### config.mk
export PLATFORM = sky130hd
export DESIGN_NAME = instr_prefetch_buffer
export DESIGN_NICKNAME = d
export VERILOG_FILES = /design/src/rtl/instr_prefetch_buffer.sv
export SDC_FILE = /design/constraint.sdc
export NUM_CORES = 1
export LEC_CHECK = 0
export BUFFER_PORTS_ARGS = -buffer_cell sky130_fd_sc_hd__buf_4
export CORE_ASPECT_RATIO = 1.1
export CORE_MARGIN = 4
export CORE_UTILIZATION = 55
export CTS_BUF_LIST = sky130_fd_sc_hd__clkbuf_8
export DETAILED_ROUTE_END_ITERATION = 16
export GPL_TIMING_DRIVEN = 0
export PLACE_DENSITY = 0.85
export SETUP_SLACK_MARGIN = 0.05
export SYNTH_ARGS = -nofsm -noshare
export SYNTH_HDL_FRONTEND = slang
export SYNTH_SLANG_ARGS = --single-unit
### constraint.sdc
create_clock -name i_clk -period 2.7 [get_ports i_clk]
set_clock_uncertainty 0.2 [all_clocks]
set_input_delay 0.27 -clock i_clk [delete_from_list [all_inputs] [get_ports i_clk]]
set_output_delay 0.27 -clock i_clk [all_outputs]
set_load 0.02 [all_outputs]
### src/rtl/instr_prefetch_buffer.sv
// Sequential instruction prefetcher: one outstanding memory read, DEPTH-entry {pc, instr} queue to decode.
// Word visible one cycle after i_mem_ready; fetch stalls when the queue is full or a redirect target is misaligned.
module instr_prefetch_buffer #(
  parameter int              XLEN     = 32,
  parameter int              DEPTH    = 4,
  parameter logic [XLEN-1:0] PC_RESET = '0
) (
  input  logic            i_clk,
  input  logic            i_rst,
  output logic            o_mem_req,
  output logic [XLEN-1:0] o_mem_addr,
  input  logic            i_mem_ready,
  input  logic [XLEN-1:0] i_mem_data,
  input  logic            i_redirect,
  input  logic [XLEN-1:0] i_redirect_pc,
  input  logic            i_ready,
  output logic            o_valid,
  output logic [XLEN-1:0] o_instr,
  output logic [XLEN-1:0] o_instr_pc,
  output logic            o_misaligned
);

  localparam int AW = $clog2(DEPTH);
  localparam logic [AW:0] FULL = (AW+1)'(DEPTH);

  typedef enum logic [1:0] {IDLE, REQ, DISCARD} state_t;
  typedef struct packed {
    logic [XLEN-1:0] pc;
    logic [XLEN-1:0] instr;
  } entry_t;

  state_t          state_q, state_d;
  logic [XLEN-1:0] fetch_pc_q, fetch_pc_d;
  logic [XLEN-1:0] stale_pc_q, stale_pc_d;
  logic            mis_q, mis_d;
  logic [AW:0]     cnt_q, cnt_d;
  logic [AW-1:0]   rd_q, rd_d, wr_q, wr_d;
  entry_t          mem_q [DEPTH];
  entry_t          mem_d [DEPTH];
  logic            push, pop;

  always_ff @(posedge i_clk or negedge i_rst) begin
    if (!i_rst) begin
      state_q    <= IDLE;
      fetch_pc_q <= PC_RESET;
      stale_pc_q <= PC_RESET;
      mis_q      <= 1'b0;
      cnt_q      <= '0;
      rd_q       <= '0;
      wr_q       <= '0;
      for (int i = 0; i < DEPTH; i++) mem_q[i] <= '0;
    end else begin
      state_q    <= state_d;
      fetch_pc_q <= fetch_pc_d;
      stale_pc_q <= stale_pc_d;
      mis_q      <= mis_d;
      cnt_q      <= cnt_d;
      rd_q       <= rd_d;
      wr_q       <= wr_d;
      mem_q      <= mem_d;
    end
  end

  // Queue and fetch-PC update; a redirect overrides any push or pop in the same cycle.
  always_comb begin
    push       = (state_q == REQ) && i_mem_ready && !i_redirect;
    pop        = (cnt_q != '0) && i_ready && !i_redirect;
    mem_d      = mem_q;
    wr_d       = wr_q;
    rd_d       = rd_q;
    fetch_pc_d = fetch_pc_q;
    stale_pc_d = stale_pc_q;
    mis_d      = mis_q;
    if (push) begin
      mem_d[wr_q] = '{pc: fetch_pc_q, instr: i_mem_data};
      wr_d        = wr_q + AW'(1);
      fetch_pc_d  = fetch_pc_q + XLEN'(4);
    end
    if (pop) rd_d = rd_q + AW'(1);
    cnt_d = cnt_q + (AW+1)'(push) - (AW+1)'(pop);
    // The abandoned request keeps presenting its original address until memory completes it.
    if ((state_q == REQ) && !i_mem_ready && i_redirect) stale_pc_d = fetch_pc_q;
    if (i_redirect) begin
      cnt_d      = '0;
      rd_d       = '0;
      wr_d       = '0;
      fetch_pc_d = i_redirect_pc;
      mis_d      = |i_redirect_pc[1:0];
    end
  end

  always_comb begin
    state_d = state_q;
    case (state_q)
      IDLE: begin
        if (i_redirect)                       state_d = (|i_redirect_pc[1:0]) ? IDLE : REQ;
        else if (!mis_q && (cnt_q < FULL))    state_d = REQ;
      end
      REQ: begin
        if (i_mem_ready)                      state_d = (!i_redirect && (cnt_d < FULL)) ? REQ : IDLE;
        else if (i_redirect)                  state_d = DISCARD;
      end
      DISCARD: begin
        if (i_mem_ready)                      state_d = IDLE;
      end
      default:                                state_d = IDLE;
    endcase
  end

  always_comb begin
    o_mem_req    = (state_q != IDLE);
    o_mem_addr   = (state_q == DISCARD) ? stale_pc_q : fetch_pc_q;
    o_valid      = (cnt_q != '0);
    o_instr      = mem_q[rd_q].instr;
    o_instr_pc   = mem_q[rd_q].pc;
    o_misaligned = mis_q;
  end

endmodule
==> out/qor.yml, run 1 <==
power_and_ir_drop:
  leakagePower_uw: 0.00875
  p_total_uw: 18500
  p_sw_uw: 6010
  max-vdd-ir-drop_mv: 0.656
  internal_power_uw: 12500
  power.share.switching: 0.324
  pwr-share-comb: 0.380
  pwr_density_cell_nw_per_um2: 980
  seqPwrFrac: 0.383
  clkPwrFrac: 0.237
clock_tree:
  clk_latency_ns: 0.61
  h-tree-depth: 2
  cts_root_buf: "clkbuf_8"
  clkSlewWorstSetupHoldPaths_ns: 0.06
  clock_path_buffers: 3
  cts_tree: "done"
  cts_made_buffers: 52
  cts_sinks: 330
grt:
  globalRouteTotalUtil: 0.250
  grt_max_degree: 95
  grt_overflow_total: 0
  grt_pass1_wl_mm: 58.8
  grt_pass1_vias: 11000
  antenna_found_initial: 1
timing:
  max-slew-margin-rel: 0.455
  grt_setup_unrepaired: "yes"
  min_period_ns: 2.86
  setup_slack_ns: -0.161
  setup_viol: 1
  hold_viol: 0
  slew_viol_final: 0
  tightest_slew_ns: 0.815
  fmax_ghz: 0.350
  tns_ns: -0.161
  fin_crit_sh: 1.06
synth:
  synth_area_per_cell_um2: 14.8
  yosysSeqAreaShare: 0.551
  synth_area_leader_cell: "dfrtp_1"
  synth_xor_area_frac: 0.00817
  synth_compound_area_frac: 0.0226
  synth.distinct_cells: 39
  ys_warn_count: 0
  synthCells: 1016
  ys_async_sr_fraction: 1.00
  synth_fp_nets: 1093
  synthTopCellsByCount: "330 x dfrtp_1, 319 x mux2_2, 64 x mux4_2, 43 x clkbuf_1, 33 x nand2_1"
  yosys-top-cells-area: "dfrtp_1 55%, mux2_2 24%, mux4_2 9.6%, clkbuf_1 1.1%, buf_2 1.1%"
  synth_top_family_by_area: "multiplexers"
  synth_edf_count: 0
  synthAdderAreaFrac: 0.00717
  yosys.area_share.simple: 0.0475
  ys.flop_type: "dfrtp_1"
  yosysTopAreaCellShare: 0.551
  synth.most_common_cell: "dfrtp_1"
  ys_ff_latch: 330
  syn-cell-area_um2: 15000
  synth_mux_area_frac: 0.337
status:
  violations: "setup timing"
  status: "finished, violations left"
min_path:
  min_from: "i_redirect"
  hp-class: "input port to register"
worst_setup_path:
  worstPathMaxFanout: 2
  arrival_ns: 3.15
  startpoint: "cnt_q[0]"
  critPathLaunchType: "register"
  critPathKind: "register to register"
  worst_setup_path_end_kind: "register"
  r2r_start: "cnt_q[0]"
  required_ns: 2.99
place:
  place_ws_ns: -0.537
  io_buffer_count: 167
  gp_congestion: 0.821
  dp_hpwl_mm: 23.9
drt:
  firstDrtPassIters: 5
  post_drt_via_cell_ratio: 5.87
  num_vias: 10100
  drc_errors: 0
  drt-total-wl_mm: 37.1
  antenna_left: 0
  wl_per_cell_um: 21.6
  drtIter0Drc: 632
floorplanning:
  initial_core_util: 0.556
  die_w_um: 165
  dieArea_um2: 30000
  coreArea_um2: 27000
  io_pins: 168
  rows: 63
  chipHeight_um: 181
cells_and_area:
  area_delta_synth_final_pct: 26.0
  finalNetCount: 1397
  final_util: 0.701
  drive_above_1_share: 0.526
  n_fill_cell: 1745
job:
  cap_violations: 0
## layout make-up
class,count,area [um2],share of cell area
timing repair buffer,253,2140,0.113
antenna,1,2.50,0.000132
buffer,83,502,0.0265
clock inverter,27,155,0.00821
multi-input combinational,589,6410,0.339
inverter,11,43.8,0.00232
tap,357,447,0.0236
clock buffer,69,950,0.0502
sequential,330,8260,0.437
## per-layer routing
layer	part of all wire	routed length (um)	vias up	global-route usage
met4	0.037	1390	0	0.0977
met1	0.39	14500	5182	0.316
met5	0	0	-	0
li1	-	-	4397	-
met3	0.071	2650	111	0.0632
met2	0.50	18500	409	0.417
## placed cells by master (no fill, tap or decap), types with 3 or more instances in the layout
cell type / count
o21ai_0: 14
xnor2_1: 8
nor2_1: 26
or4_1: 20
buf_12: 4
clkbuf_8: 70
buf_2: 31
nand3_1: 13
dfrtp_1: 328
buf_16: 3
mux2_2: 319
dlygate4sd3_1: 70
clkbuf_2: 4
buf_4: 179
nand2_1: 32
inv_1: 23
o211ai_1: 3
and3_1: 3
nand4_1: 7
o31ai_1: 14
xor2_1: 5
mux4_2: 64
and4_1: 3
clkbuf_4: 4
buf_8: 6
or3_1: 3
nor3_1: 5
a31oi_1: 16
ha_1: 5
clkbuf_1: 32
clkinv_2: 10
## kinds of logic after synthesis
family,Yosys count
xor gates and xnor gates,14
buffers and inverters,97
adders and majority gates,8
and+or+nand+nor,129
DFF,330
AOI/OAI and AO/OA,53
muxes,385
## worst paths after layout
path,end,slack (ns),cells past startpoint
max reg2reg,state_q[0],-0.16,12
min,cnt_q[0],0.07,3
max in group asynchronous,mem_q[213],0.89,4
min reg2reg,mem_q[71],0.30,1
min in group asynchronous,stale_pc_q[19],0.54,3
max,state_q[0],-0.16,12
## sequential cells by signal, summed over array words and instances (netlist names)
signal / count
cnt_q: 3
fetch_pc_q: 32
mem_q: 256
o_misaligned: 1
rd_q: 2
stale_pc_q: 32
state_q: 2
wr_q: 2
## worst max-delay path, stage by stage, from the launching register on
cell,delay (ns)
dfrtp_1,0.38
or3_4,0.39
nand2_4,0.10
nor2_4,0.04
ha_4,0.26
inv_4,0.06
ha_4,0.12
inv_2,0.03
fa_2,0.39
xor2_2,0.18
xnor2_1,0.22
o21ai_1,0.13
a211oi_2,0.24
## timing repair
action	4_1_cts	5_1_grt
endpoints found under the setup margin	98	95
gates resized for setup	48	30
buffers inserted	8	5
hold buffers	70	0
hold endpoints to repair	498	0
pin swaps	7	9
## power by group through the flow
stage / registers [uW] / logic, uW / clock network [uW]
5_1_grt: 7240 / 7490 / 4700
3_5_place_dp: 7130 / 6630 / 0
2_1_floorplan: 6870 / 4410 / 0
4_1_cts: 7060 / 6930 / 4460
6_report: 7090 / 7040 / 4400
3_3_place_gp: 7010 / 6460 / 0
## through the flow
stage | cells | instance area, um2 | hold WS (ns)
2_1_floorplan | 1016 | 15000 | -0.226
3_5_place_dp | 1543 | 16800 | 0.0495
4_1_cts | 1717 | 18800 | 0.0423
5_1_grt | 1720 | 18900 | 0.0746
6_report | 1720 | 18900 | 0.0711
3_3_place_gp | 1540 | 16700 | 0.281
Note: power is estimated with default switching activity, not from simulation.
==> inputs of run 2 (changes only) <==
Settings changed: CORE_ASPECT_RATIO 1.1 to unset.
==> run 2 against run 1 <==
The flow still finishes with violations (setup timing). Sequential share of layout area increased by 0.43 points. Cell count decreased by 1.5%. Combinational power decreased by 1%. Routed wire length decreased by 0.45%. Clock power decreased by 3%. Hold slack got worse by 0.014 ns.
==> out/qor.yml, run 2 (synthesis results as in run 1) <==
power_and_ir_drop:
  max-vdd-ir-drop_mv: 0.629  # -4.2%
  leakagePower_uw: 0.00870  # -0.62%
  pwr_density_cell_nw_per_um2: 979  # -0.12%
timing:
  fin_crit_sh: 1.02  # -0.0426
  tightest_slew_ns: 0.703  # -0.112 ns
  fmax_ghz: 0.364  # +4.2%
  setup_viol: 1  # unchanged
  max-slew-margin-rel: 0.531  # +0.0763
  grt_setup_unrepaired: "yes"
  hold_viol: 0  # unchanged
  setup_slack_ns: -0.0456  # +0.115 ns
  slew_viol_final: 0  # unchanged
  min_period_ns: 2.75  # -0.115 ns
place:
  dp_hpwl_mm: 23.5  # -1.6%
  gp_congestion: 0.843  # +2.6%
  io_buffer_count: 167  # unchanged
  place_ws_ns: -0.638  # -0.101 ns
  dpl_cell_area_um2: 16800  # -0.28%
status:
  violations: "setup timing"
  status: "finished, violations left"
worst_setup_path:
  critPathKind: "register to register"
  worstPathMaxFanout: 2  # unchanged
  arrival_ns: 3.02  # -0.13 ns
  required_ns: 2.97  # -0.02 ns
  worst_setup_path_end_kind: "register"
  critPathLaunchType: "register"
clock_tree:
  clk_latency_ns: 0.58  # -0.03 ns
  cts_sinks: 330  # unchanged
  cts_tree: "done"
  h-tree-depth: 2  # unchanged
  clock_path_buffers: 3  # unchanged
  clkSlewWorstSetupHoldPaths_ns: 0.06  # about the same
  cts_root_buf: "clkbuf_8"
  cts_made_buffers: 55  # +5.8%
drt:
  wl_per_cell_um: 21.8  # +1.1%
  drc_errors: 0  # unchanged
  antenna_left: 0  # unchanged
  num_vias: 9962  # -1.4%
  post_drt_via_cell_ratio: 5.88  # +0.16%
  firstDrtPassIters: 5  # unchanged
  drt-total-wl_mm: 36.9  # -0.45%
  drtIter0Drc: 654  # +3.5%
floorplanning:
  initial_core_util: 0.558  # +0.00171
  io_pins: 168  # unchanged
  coreArea_um2: 26900  # -0.31%
  rows: 60  # -4.8%
  dieArea_um2: 30000  # about the same
  chipHeight_um: 173  # -4.4%
  die_w_um: 173  # +4.6%
cells_and_area:
  finalNetCount: 1392  # -0.36%
  reg_top3: "mem_q (256), fetch_pc_q (32), stale_pc_q (32)"
  drive_above_1_share: 0.511  # -0.0150
  area_delta_synth_final_pct: 24.8
  final_util: 0.697  # -0.00464
  layout_common_cells: "328 x dfrtp_1, 319 x mux2_2, 173 x buf_4, 70 x clkbuf_8, 68 x dlygate4sd3_1"
  n_fill_cell: 1788  # +2.5%
  n_antenna_cell: 0  # -1
  largest-register: "mem_q"
  largest_reg_flops: 256  # unchanged
  final_common_cell: "dfrtp_1"
  fin_area_um2: 18700  # -0.97%
grt:
  grt_pass1_wl_mm: 60.3  # +2.6%
  grt_overflow_total: 0  # unchanged
  grt_pass1_vias: 10800  # -1.6%
  antenna_found_initial: 0  # -1
  globalRouteTotalUtil: 0.250  # about the same
  met3_usage: 0.0531  # -0.0101
  use_met2: 0.418  # +0.00154
  grt_max_degree: 128  # +35%
  met1_usage: 0.337  # +0.0209
  busiest_layer: "met2"
job:
  cap_violations: 0  # unchanged
min_path:
  hp-class: "input port to register"
[run 2: cell types whose count changed in the layout (fill, tap and decap cells not counted), moves of 3 or more]
| cell | before | now |
|---|---|---|
| buf_4 | 179 | 173 |
| buf_2 | 31 | 28 |
| inv_1 | 23 | 35 |
| clkinv_2 | 10 | 0 |
| clkbuf_4 | 4 | 7 |
[run 2: area by class of cell]
type | count | area, um2 | share of cell area
buffer | 84 | 497 | 0.0265
clock buffer | 69 | 950 | 0.0507
clock inverter | 26 | 128 | 0.00682
inverter | 11 | 41.3 | 0.00220
multi-input combinational | 589 | 6370 | 0.340
sequential | 330 | 8260 | 0.441
tap | 341 | 427 | 0.0228
timing repair buffer | 244 | 2050 | 0.110
[run 2: worst paths after layout]
path | startpoint | end | slack, ns | cells after the start
max in group asynchronous | i_rst | mem_q[123] | 1.12 | 3
min | i_redirect | cnt_q[0] | 0.06 | 3
max | cnt_q[0] | state_q[0] | -0.05 | 12
min reg2reg | mem_q[19] | mem_q[19] | 0.30 | 1
max reg2reg | cnt_q[0] | state_q[0] | -0.05 | 12
min in group asynchronous | i_rst | mem_q[216] | 0.14 | 2
[run 2: where the power goes]
| group | switching, uW | total (uW) | internal, uW |
|---|---|---|---|
| Sequential | 737 | 7100 | 6360 |
| Clock | 1900 | 4270 | 2360 |
| Combinational | 3260 | 6960 | 3700 |
[run 2: layer usage]
| metal | wire length, um | vias up |
|---|---|---|
| met1 | 15400 | 5190 |
| met4 | 736 | 0 |
| met5 | 0 | - |
| met3 | 2260 | 65 |
| met2 | 18500 | 345 |
| li1 | - | 4362 |
[run 2: timing repair]
item,in CTS,in global routing
resized for setup,51,18
hold buffers,68,0
pin swaps,7,3
endpoints found under the setup margin,115,82
setup buffers,7,0
hold endpoints to repair,256,0
[run 2: worst max-delay path, cell delays in order, from the launching register on]
cell	delay [ns]
dfrtp_1	0.38
or3_4	0.39
nand2_2	0.07
nor2_1	0.04
ha_1	0.28
inv_1	0.06
ha_1	0.13
inv_1	0.05
fa_2	0.33
xor2_1	0.15
xnor2_1	0.24
o21ai_1	0.10
a211oi_1	0.23
[run 2: through the flow]
stage / TNS (ns) / instances / total power [uW] / hold WS, ns
floorplan: 0 / 1016 / 11300 / -0.226
global placement: -586.39 / 1524 / 13500 / 0.281
detailed placement: -6.48 / 1526 / 13800 / 0.138
CTS: -0.0603 / 1696 / 18300 / 0.00528
global route: -0.183 / 1694 / 19300 / 0.0235
finish: -0.0456 / 1694 / 18300 / 0.0573
